## src/rtl/fifo_2w_wr_arbiter.sv

```systemverilog
// Round-robin write-side arbiter for a 2-write/1-read sync FIFO.
// Up to two valid requesters win per cycle. The first winner always drives
// port 0 and the second drives port 1. Each requester has a saturating
// counter of accepted transfers.
module fifo_2w_wr_arbiter #(
  parameter int WIDTH   = 32,
  parameter int NUM_REQ = 4,
  parameter int CNT_W   = 16
) (
  input  logic                     clk,
  input  logic                     rst_n,
  input  logic                     arb_en,
  input  logic [NUM_REQ-1:0]       req_valid,
  input  logic [NUM_REQ*WIDTH-1:0] req_data,
  output logic [NUM_REQ-1:0]       req_ready,
  input  logic                     fifo_full,
  output logic                     fifo_wr_en0,
  output logic                     fifo_wr_en1,
  output logic [WIDTH-1:0]         fifo_datain0,
  output logic [WIDTH-1:0]         fifo_datain1,
  input  logic                     cnt_clr,
  output logic [NUM_REQ*CNT_W-1:0] grant_cnt
);

  localparam int PTR_W = (NUM_REQ > 1) ? $clog2(NUM_REQ) : 1;
  localparam logic [PTR_W:0]   NUM_REQ_X = (PTR_W+1)'(NUM_REQ);
  localparam logic [PTR_W-1:0] LAST_IDX  = PTR_W'(NUM_REQ - 1);

  logic [PTR_W-1:0] rr_ptr_reg;
  logic [PTR_W-1:0] rr_ptr_next;
  logic [PTR_W-1:0] g0;
  logic [PTR_W-1:0] g1;
  logic             found0;
  logic             found1;
  logic [PTR_W:0]   idx;
  logic             grant_ok;

  // The next index after p, wrapping at NUM_REQ-1 even when NUM_REQ is
  // not a power of two.
  function automatic logic [PTR_W-1:0] inc_wrap(input logic [PTR_W-1:0] p);
    if (p == LAST_IDX) begin
      return '0;
    end
    return p + PTR_W'(1);
  endfunction

  assign grant_ok = arb_en & ~fifo_full;

  // Scan from rr_ptr upward (mod NUM_REQ) and record the first two valid indices.
  always_comb begin
    found0 = 1'b0;
    found1 = 1'b0;
    g0     = '0;
    g1     = '0;
    idx    = '0;
    for (int k = 0; k < NUM_REQ; k++) begin
      idx = {1'b0, rr_ptr_reg} + (PTR_W+1)'(k);
      if (idx >= NUM_REQ_X) begin
        idx = idx - NUM_REQ_X;
      end
      if (req_valid[idx[PTR_W-1:0]]) begin
        if (!found0) begin
          found0 = 1'b1;
          g0     = idx[PTR_W-1:0];
        end else if (!found1) begin
          found1 = 1'b1;
          g1     = idx[PTR_W-1:0];
        end
      end
    end
  end

  // Drive the grants and FIFO ports. All outputs are zero while paused or full.
  always_comb begin
    req_ready    = '0;
    fifo_wr_en0  = 1'b0;
    fifo_wr_en1  = 1'b0;
    fifo_datain0 = '0;
    fifo_datain1 = '0;
    if (grant_ok && found0) begin
      req_ready[g0] = 1'b1;
      fifo_wr_en0   = 1'b1;
      fifo_datain0  = req_data[int'(g0)*WIDTH +: WIDTH];
      if (found1) begin
        req_ready[g1] = 1'b1;
        fifo_wr_en1   = 1'b1;
        fifo_datain1  = req_data[int'(g1)*WIDTH +: WIDTH];
      end
    end
  end

  // Priority moves just past the last winner. It holds when nothing is granted.
  always_comb begin
    rr_ptr_next = rr_ptr_reg;
    if (grant_ok && found1) begin
      rr_ptr_next = inc_wrap(g1);
    end else if (grant_ok && found0) begin
      rr_ptr_next = inc_wrap(g0);
    end
  end

  // Round-robin pointer register.
  always_ff @(posedge clk or negedge rst_n) begin
    if (!rst_n) begin
      rr_ptr_reg <= '0;
    end else begin
      rr_ptr_reg <= rr_ptr_next;
    end
  end

  genvar gi;
  generate
    for (gi = 0; gi < NUM_REQ; gi++) begin : g_cnt
      logic [CNT_W-1:0] cnt_reg;

      // Count accepted transfers. Clear wins over an increment in the same
      // cycle, and the counter sticks at all-ones.
      always_ff @(posedge clk or negedge rst_n) begin
        if (!rst_n) begin
          cnt_reg <= '0;
        end else if (cnt_clr) begin
          cnt_reg <= '0;
        end else if (req_valid[gi] && req_ready[gi] && (cnt_reg != '1)) begin
          cnt_reg <= cnt_reg + CNT_W'(1);
        end
      end

      assign grant_cnt[gi*CNT_W +: CNT_W] = cnt_reg;
    end
  endgenerate

endmodule

```

## config.mk

```make
export PLATFORM = sky130hd
export DESIGN_NAME = fifo_2w_wr_arbiter
export DESIGN_NICKNAME = d
export VERILOG_FILES = /design/src/rtl/fifo_2w_wr_arbiter.sv
export SDC_FILE = /design/constraint.sdc
export NUM_CORES = 1
export LEC_CHECK = 0
export ABC_CLOCK_PERIOD_IN_PS = 6300
export CELL_PAD_IN_SITES_DETAIL_PLACEMENT = 1
export CELL_PAD_IN_SITES_GLOBAL_PLACEMENT = 1
export CORE_MARGIN = 4
export CORE_UTILIZATION = 31
export CTS_CLUSTER_DIAMETER = 150
export DETAILED_ROUTE_END_ITERATION = 10
export GPL_TIMING_DRIVEN = 0
export PLACE_DENSITY_LB_ADDON = 0.05
export SLEW_MARGIN = 25
export SYNTH_ARGS = -nofsm -noshare
export SYNTH_HDL_FRONTEND = slang
export SYNTH_SLANG_ARGS = --single-unit
```

## constraint.sdc

```tcl
create_clock -name clk -period 6.3 [get_ports clk]
set_input_delay 1.26 -clock clk [delete_from_list [all_inputs] [get_ports clk]]
set_output_delay 1.26 -clock clk [all_outputs]
set_load 0.02 [all_outputs]
```

After elaboration in Yosys (flattened, before gate mapping). Index checks and enable logic that the tools add are counted.

$add $sub $neg: 13. Order comparisons: 12. Equal/unequal tests: 6. Shifts and indexed selects: 2. Mux-type cells: 68. Bitwise operators: 3. Reductions and logical operators: 17.

Operators with widths (number): indexed part select 128 x 8 -> 32 bit (2); 2-to-1 mux 16 bit (8); 2-to-1 mux 32 bit (3); adder 16 x 1 -> 16 bit (second input constant) (4); inequality test 16 bit (second input constant) (4); 2-to-1 mux 2 bit (25); 2-to-1 mux 1 bit (24); less-than comparator 2 x 3 -> 1 bit (second input constant) (6); logical AND 1 bit (12); nonzero test 2 bit (5); >= comparator 3 bit (second input constant) (3); binary-select mux 1 bit (select 2 bit) (4); 2-to-1 mux 4 bit (2); subtractor 2 x 1 -> 2 bit (second input constant) (4); adder 2 x 2 -> 3 bit (second input constant) (2); adder 2 x 1 -> 2 bit (second input constant) (2); demux 1 bit (select 2 bit) (2); equality test 2 bit (second input constant) (2); >= comparator 2 x 1 -> 1 bit (second input constant) (2); OR 4 bit (1); adder 2 x 1 -> 3 bit (second input constant) (1); >= comparator 2 x 3 -> 1 bit (second input constant) (1); AND 1 bit (1); inverter 1 bit (1).

Bits in registers: 66. Bits of input ports: 137. Output and inout bits: 134. Word-level logic and storage cells: 126.

Logic depth before layout (Yosys ltp).
Word-level depth: 24. Gate-level depth with buffers: 17. Gate-level depth less buffers: 13.

Least setup slack after synthesis. No wires, ideal clock.

Kind: input -> output. From: in req_valid[0]. To: out req_ready[3]. Arrival time: 4305 ps. Data required time: 5040 ps. Setup slack: 735 ps. Cell stages on the path: 13. Buffers on the path: 4. Path through: buf_4 > clkbuf_1 > mux4_2 > ha_1 > mux2i_1 > o221ai_1 > a21oi_1 > buf_2 > buf_2 > inv_1 > ha_1 > a2111oi_0 > nor2_1.

Longest elaborated chain between the ends: 18. Elaborated cells on any way between the ends: 47. Classes of those cells: 4 x order compare; 39 x mux; 1 x bitwise; 3 x reduce/logical.

Ends and longest elaborated chain: from (decl) (RTL line 13) `input logic [NUM_REQ-1:0] req_valid,`; binary-select mux 1 bit (select 2 bit) (RTL line 61) `if (req_valid[idx[PTR_W-1:0]]) begin`; 2-to-1 mux 1 bit (implied by the code) (RTL line 61); 2-to-1 mux 1 bit (RTL line 61); 2-to-1 mux 2 bit / 2-to-1 mux 1 bit (equally long branches) (RTL line 62) `if (!found0) begin`; 2-to-1 mux 2 bit / 2-to-1 mux 1 bit (equally long branches) (RTL line 61); 2-to-1 mux 2 bit (RTL line 65) `end else if (!found1) begin`; 2-to-1 mux 2 bit (RTL line 62); 2-to-1 mux 2 bit (RTL line 61); [... 2 more ...]; 2-to-1 mux 2 bit (RTL line 61); less-than comparator 2 x 3 -> 1 bit (implied by the code) / >= comparator 2 x 1 -> 1 bit (equally long branches) (RTL line 85) `req_ready[g1] = 1'b1;`; logical AND 1 bit (implied by the code) (RTL line 85); 2-to-1 mux 1 bit (implied by the code) (RTL line 85); demux 1 bit (select 2 bit) (RTL line 85); OR 4 bit (no source line); 2-to-1 mux 4 bit (RTL line 84) `if (found1) begin`; 2-to-1 mux 4 bit (*) (RTL line 80) `if (grant_ok && found0) begin`; to (decl) (RTL line 15) `output logic [NUM_REQ-1:0] req_ready,`.

Every way passes the cells marked *; elsewhere a longest branch is shown, timed or not. The select of a mux whose other input is x is not followed.

Worst setup path in the final report.
From: in req_valid[3]. To: out fifo_datain0[23].

Longest elaborated chain between the ends: 11. Elaborated cells on any way between the ends: 22. Classes of those cells: 1 x shift; 20 x mux; 1 x reduce/logical.

Ends and longest elaborated chain: binary-select mux 1 bit (select 2 bit) (RTL line 61); 2-to-1 mux 1 bit (implied by the code) (RTL line 61); 2-to-1 mux 2 bit / 2-to-1 mux 1 bit (equally long branches) (RTL line 61); 2-to-1 mux 2 bit (RTL line 62); 2-to-1 mux 2 bit (RTL line 61); 2-to-1 mux 2 bit (RTL line 62); 2-to-1 mux 2 bit (RTL line 61); 2-to-1 mux 2 bit (RTL line 62); 2-to-1 mux 2 bit (RTL line 61); indexed part select 128 x 8 -> 32 bit (RTL line 83) `fifo_datain0 = req_data[int'(g0)*WIDTH +: WIDTH];`; 2-to-1 mux 32 bit (*) (RTL line 80); to (decl) (RTL line 19) `output logic [WIDTH-1:0] fifo_datain0,`.

Marks and branches as above.

==> impl_metrics.json <==
{
  "status": "completed",
  "rr_startpoint": "rr_ptr_reg[1]",
  "grt_pass1_vias": 7579,
  "numCtsBuffers": 9,
  "synth_adder_area_share_pct": 2.45,
  "start_kind": "input pin",
  "dieArea_um2": 23300,
  "detail-route-antenna-nets": 0,
  "gp_congestion": 0.843,
  "holdPathEnd": "g_cnt[3].cnt_reg[1]",
  "crit_slowest_cell": "clkdlybuf4s50_1",
  "area_growth_pct": 53.9,
  "viasPerCell": 5.46,
  "crit_type": "in2out",
  "crit_arrival_ns": 4.89,
  "num_vias": 7254,
  "synth_compound_gate_area_share_pct": 18.3,
  "fp.dieH_um": 153,
  "slew_headroom_pct": 46.6,
  "seq_area_frac_synth_pct": 25.5,
  "rows": 52,
  "skew_ns": 0.0110,
  "cts_tree": "yes",
  "grt_max_degree": 38,
  "largest_register_ffs": 64,
  "drcViolationCount": 0,
  "worstHoldPathType": "reg2reg",
  "clk_latency_ns": 0.34,
  "grt.overflow.total": 0,
  "wl_per_cell_um": 21.5,
  "tightest_slew_ns": 0.791,
  "reg2reg_slack_ns": 1.59,
  "crit_chain": "clkdlybuf4s50_1, buf_4, buf_2, mux4_2, ha_1, mux2i_2, o221ai_1, a21oi_2, clkbuf_4, a211oi_1, a311oi_2, clkdlybuf4s50_1",
  "regArea_um2": 1650,
  "antenna_found_initial": 3,
  "required_ns": 5.04,
  "multi_input_area_um2": 4500,
  "cts_hold_buffers": 0,
  "slew_viol_final": 0,
  "synth-xor-area-share_pct": 2.44,
  "post-route-period-util_pct": 97.7,
  "ys_warn_count": 0,
  "place_ws_ns": -1.03,
  "fin_tns_setup_ns": 0,
  "clk_pin_slew_ns": 0.05,
  "fp.dieW_um": 153,
  "cts_max_level": 3,
  "num_io_pins": 271,
  "grt.total_usage_pct": 23.8,
  "port_buffers": 270,
  "clockBufferDepth": 2,
  "cp_common_cell": "clkdlybuf4s50_1",
  "powerDensity_nw_per_um2": 255,
  "finalCriticalPeriod_ns": 6.15,
  "path_max_fanout": 10,
  "dr.first_iter.drc_count": 285,
  "hold_viol": 0,
  "grt_pass1_wl_um": 44900,
  "synthSimpleGateAreaFrac_pct": 29.5,
  "setup_viol_count_final": 0,
  "synth_cell_types": 67,
  "synth_fp_nets": 913,
  "synth_top_family_by_area": "simple AND/OR/NAND/NOR gates",
  "max_cap_viol_count": 0,
  "synth-edff-count": 0,
  "hp-start": "g_cnt[3].cnt_reg[1]",
  "r2r_end": "g_cnt[2].cnt_reg[9]",
  "synthArstFlopShare_pct": 100,
  "synthMuxAreaShare_pct": 16.2,
  "syn-mean-instance-area_um2": 8.46,
  "synth_area_leaders": "dfrtp_1 (26%), mux4_2 (11%), and2_1 (6.7%), nand2_1 (5.5%), a311oi_1 (4.6%)",
  "fin_ws_ns": 0.146,
  "coreArea_um2": 20400,
  "synthFlopType": "dfrtp_1",
  "dr.pass1.iters": 5,
  "nNetsFinal": 1199,
  "numClockSinks": 66,
  "ys_seq_elements": 66,
  "netlist.area_leader.share_pct": 25.5,
  "ir_worst_vdd_uv": 145,
  "p_leak_uw": 0.00407,
  "postSynthCellCount": 765,
  "holdPathStages": 2,
  "cts-root-buf": "clkbuf_16",
  "r2r_cells": 16,
  "n_fill_cell": 2402,
  "hpwl_um": 22400,
  "cpPeakStageDelay_ns": 0.68,
  "drive_above_1_share_pct": 11.9,
  "endpoint_kind": "output pin",
  "synth_top_area_cell": "dfrtp_1",
  "routed_wl_um": 28600,
  "fmax_ghz": 0.162,
  "start_util_pct": 31.8,
  "syn-cell-area_um2": 6470
}
synthesized netlist by cell type (3+ instances only):
cell type and instances:
a211oi_1 32, a21oi_1 32, a311oi_1 34, a31o_2 4, and2_1 69, and3_1 14, and4_1 7, buf_2 23
buf_4 7, clkbuf_1 33, dfrtp_1 66, ha_1 11, inv_1 15, mux2_1 8, mux2_2 12, mux2i_1 8
mux4_2 33, nand2_1 94, nand2b_1 11, nand3_1 25, nand4_1 16, nor2_1 65, nor2b_1 25, nor3_1 5
nor3b_1 4, nor4_1 6, o21ai_0 18, o221ai_1 3, o22ai_1 3, o31ai_1 7, or3_1 12, or4_1 6
xnor2_1 5, xor2_1 13
logic make-up after synthesis:
group	after synthesis
simple gates	368
compound gates	159
buf+inv	80
flops	66
mux	61
xor+xnor	18
fa+ha+maj	13
where the power goes:
part           switching (uW)  leakage [uW]  internal, uW
Clock                     190      0.000133           277
Combinational             913       0.00302           717
Sequential               12.2      0.000917           432
Total                    1120       0.00407          1430
per-layer routing:
| layer | up-vias | part of all wire [%] | GRT usage (%) |
|---|---|---|---|
| li1 | 3402 | - | - |
| met1 | 3616 | 44 | 31.1 |
| met2 | 202 | 49 | 40.4 |
| met3 | 34 | 4.1 | 3.89 |
| met4 | 0 | 2.3 | 7.81 |
| met5 | - | 0 | 0 |
critical path: cells and delay by family:
kind	cells	cell delay [ns]
buf+inv	5	1.78
compound gates	4	0.83
mux	2	0.71
fa+ha+maj	1	0.30
layout make-up:
type / instances / area share (%)
multi-input cells: 619 / 45.2
repair buffers: 276 / 28.0
flip-flops and latches: 66 / 16.6
plain buffers: 63 / 3.39
well taps: 270 / 3.39
clock buffers: 12 / 2.47
inverters: 16 / 0.628
clock inverters: 4 / 0.264
diodes: 3 / 0.0754
worst max path at each step:
stage / end / start / depth (start not counted)
global route: req_ready[3] / req_valid[3] / 15
finish: fifo_datain0[23] / req_valid[3] / 12
detailed placement: req_ready[3] / req_valid[2] / 15
global placement: req_ready[3] / req_valid[1] / 15
CTS: fifo_datain0[10] / req_valid[0] / 13
floorplan: req_ready[3] / req_valid[0] / 13
what timing repair did:
| action | in CTS | in global routing |
|---|---|---|
| cloned | 0 | 0 |
| hold endpoints to repair | 0 | 0 |
| endpoints found under the setup margin | 62 | 59 |
| pin swaps | 3 | 3 |
| buffers inserted | 1 | 4 |
| resized for setup | 23 | 31 |
cell usage in the layout (no fill, tap or decap), types with 8 or more instances in the layout:
cell             netlist  routed
mux4_2                33      33
a211oi_1              32      32
nor2b_1               25      25
and3_1                14      14
dlymetal6s2s_1         0      17
and2_1                69      69
buf_4                  7      14
clkdlybuf4s50_1        0     246
mux2_2                12      12
nand2b_1              11      11
buf_2                 23      16
clkbuf_1              33      29
or3_1                 12      12
a21oi_1               32      31
nand4_1               16      16
inv_1                 15      15
ha_1                  11      10
nand2_1               94      94
nand3_1               25      25
nor2_1                65      65
o21ai_0               18      18
clkbuf_16              0       9
xor2_1                13      13
dfrtp_1               66      66
a311oi_1              34      32
mux2_1                 8       8
metrics by stage:
stage          util, %  cells  area (um^2)  hold slack, ns  power (uW)
2_1_floorplan        -    765         6470           0.640        1410
3_3_place_gp      46.7   1305         9510           0.544        1990
3_5_place_dp      46.8   1306         9530           0.566        2000
4_1_cts           48.5   1323         9870           0.580        2530
5_1_grt           48.9   1329         9960           0.623        2700
6_report          48.9   1329         9960           0.576        2540
No activity file was read; power rests on OpenSTA's default activity.
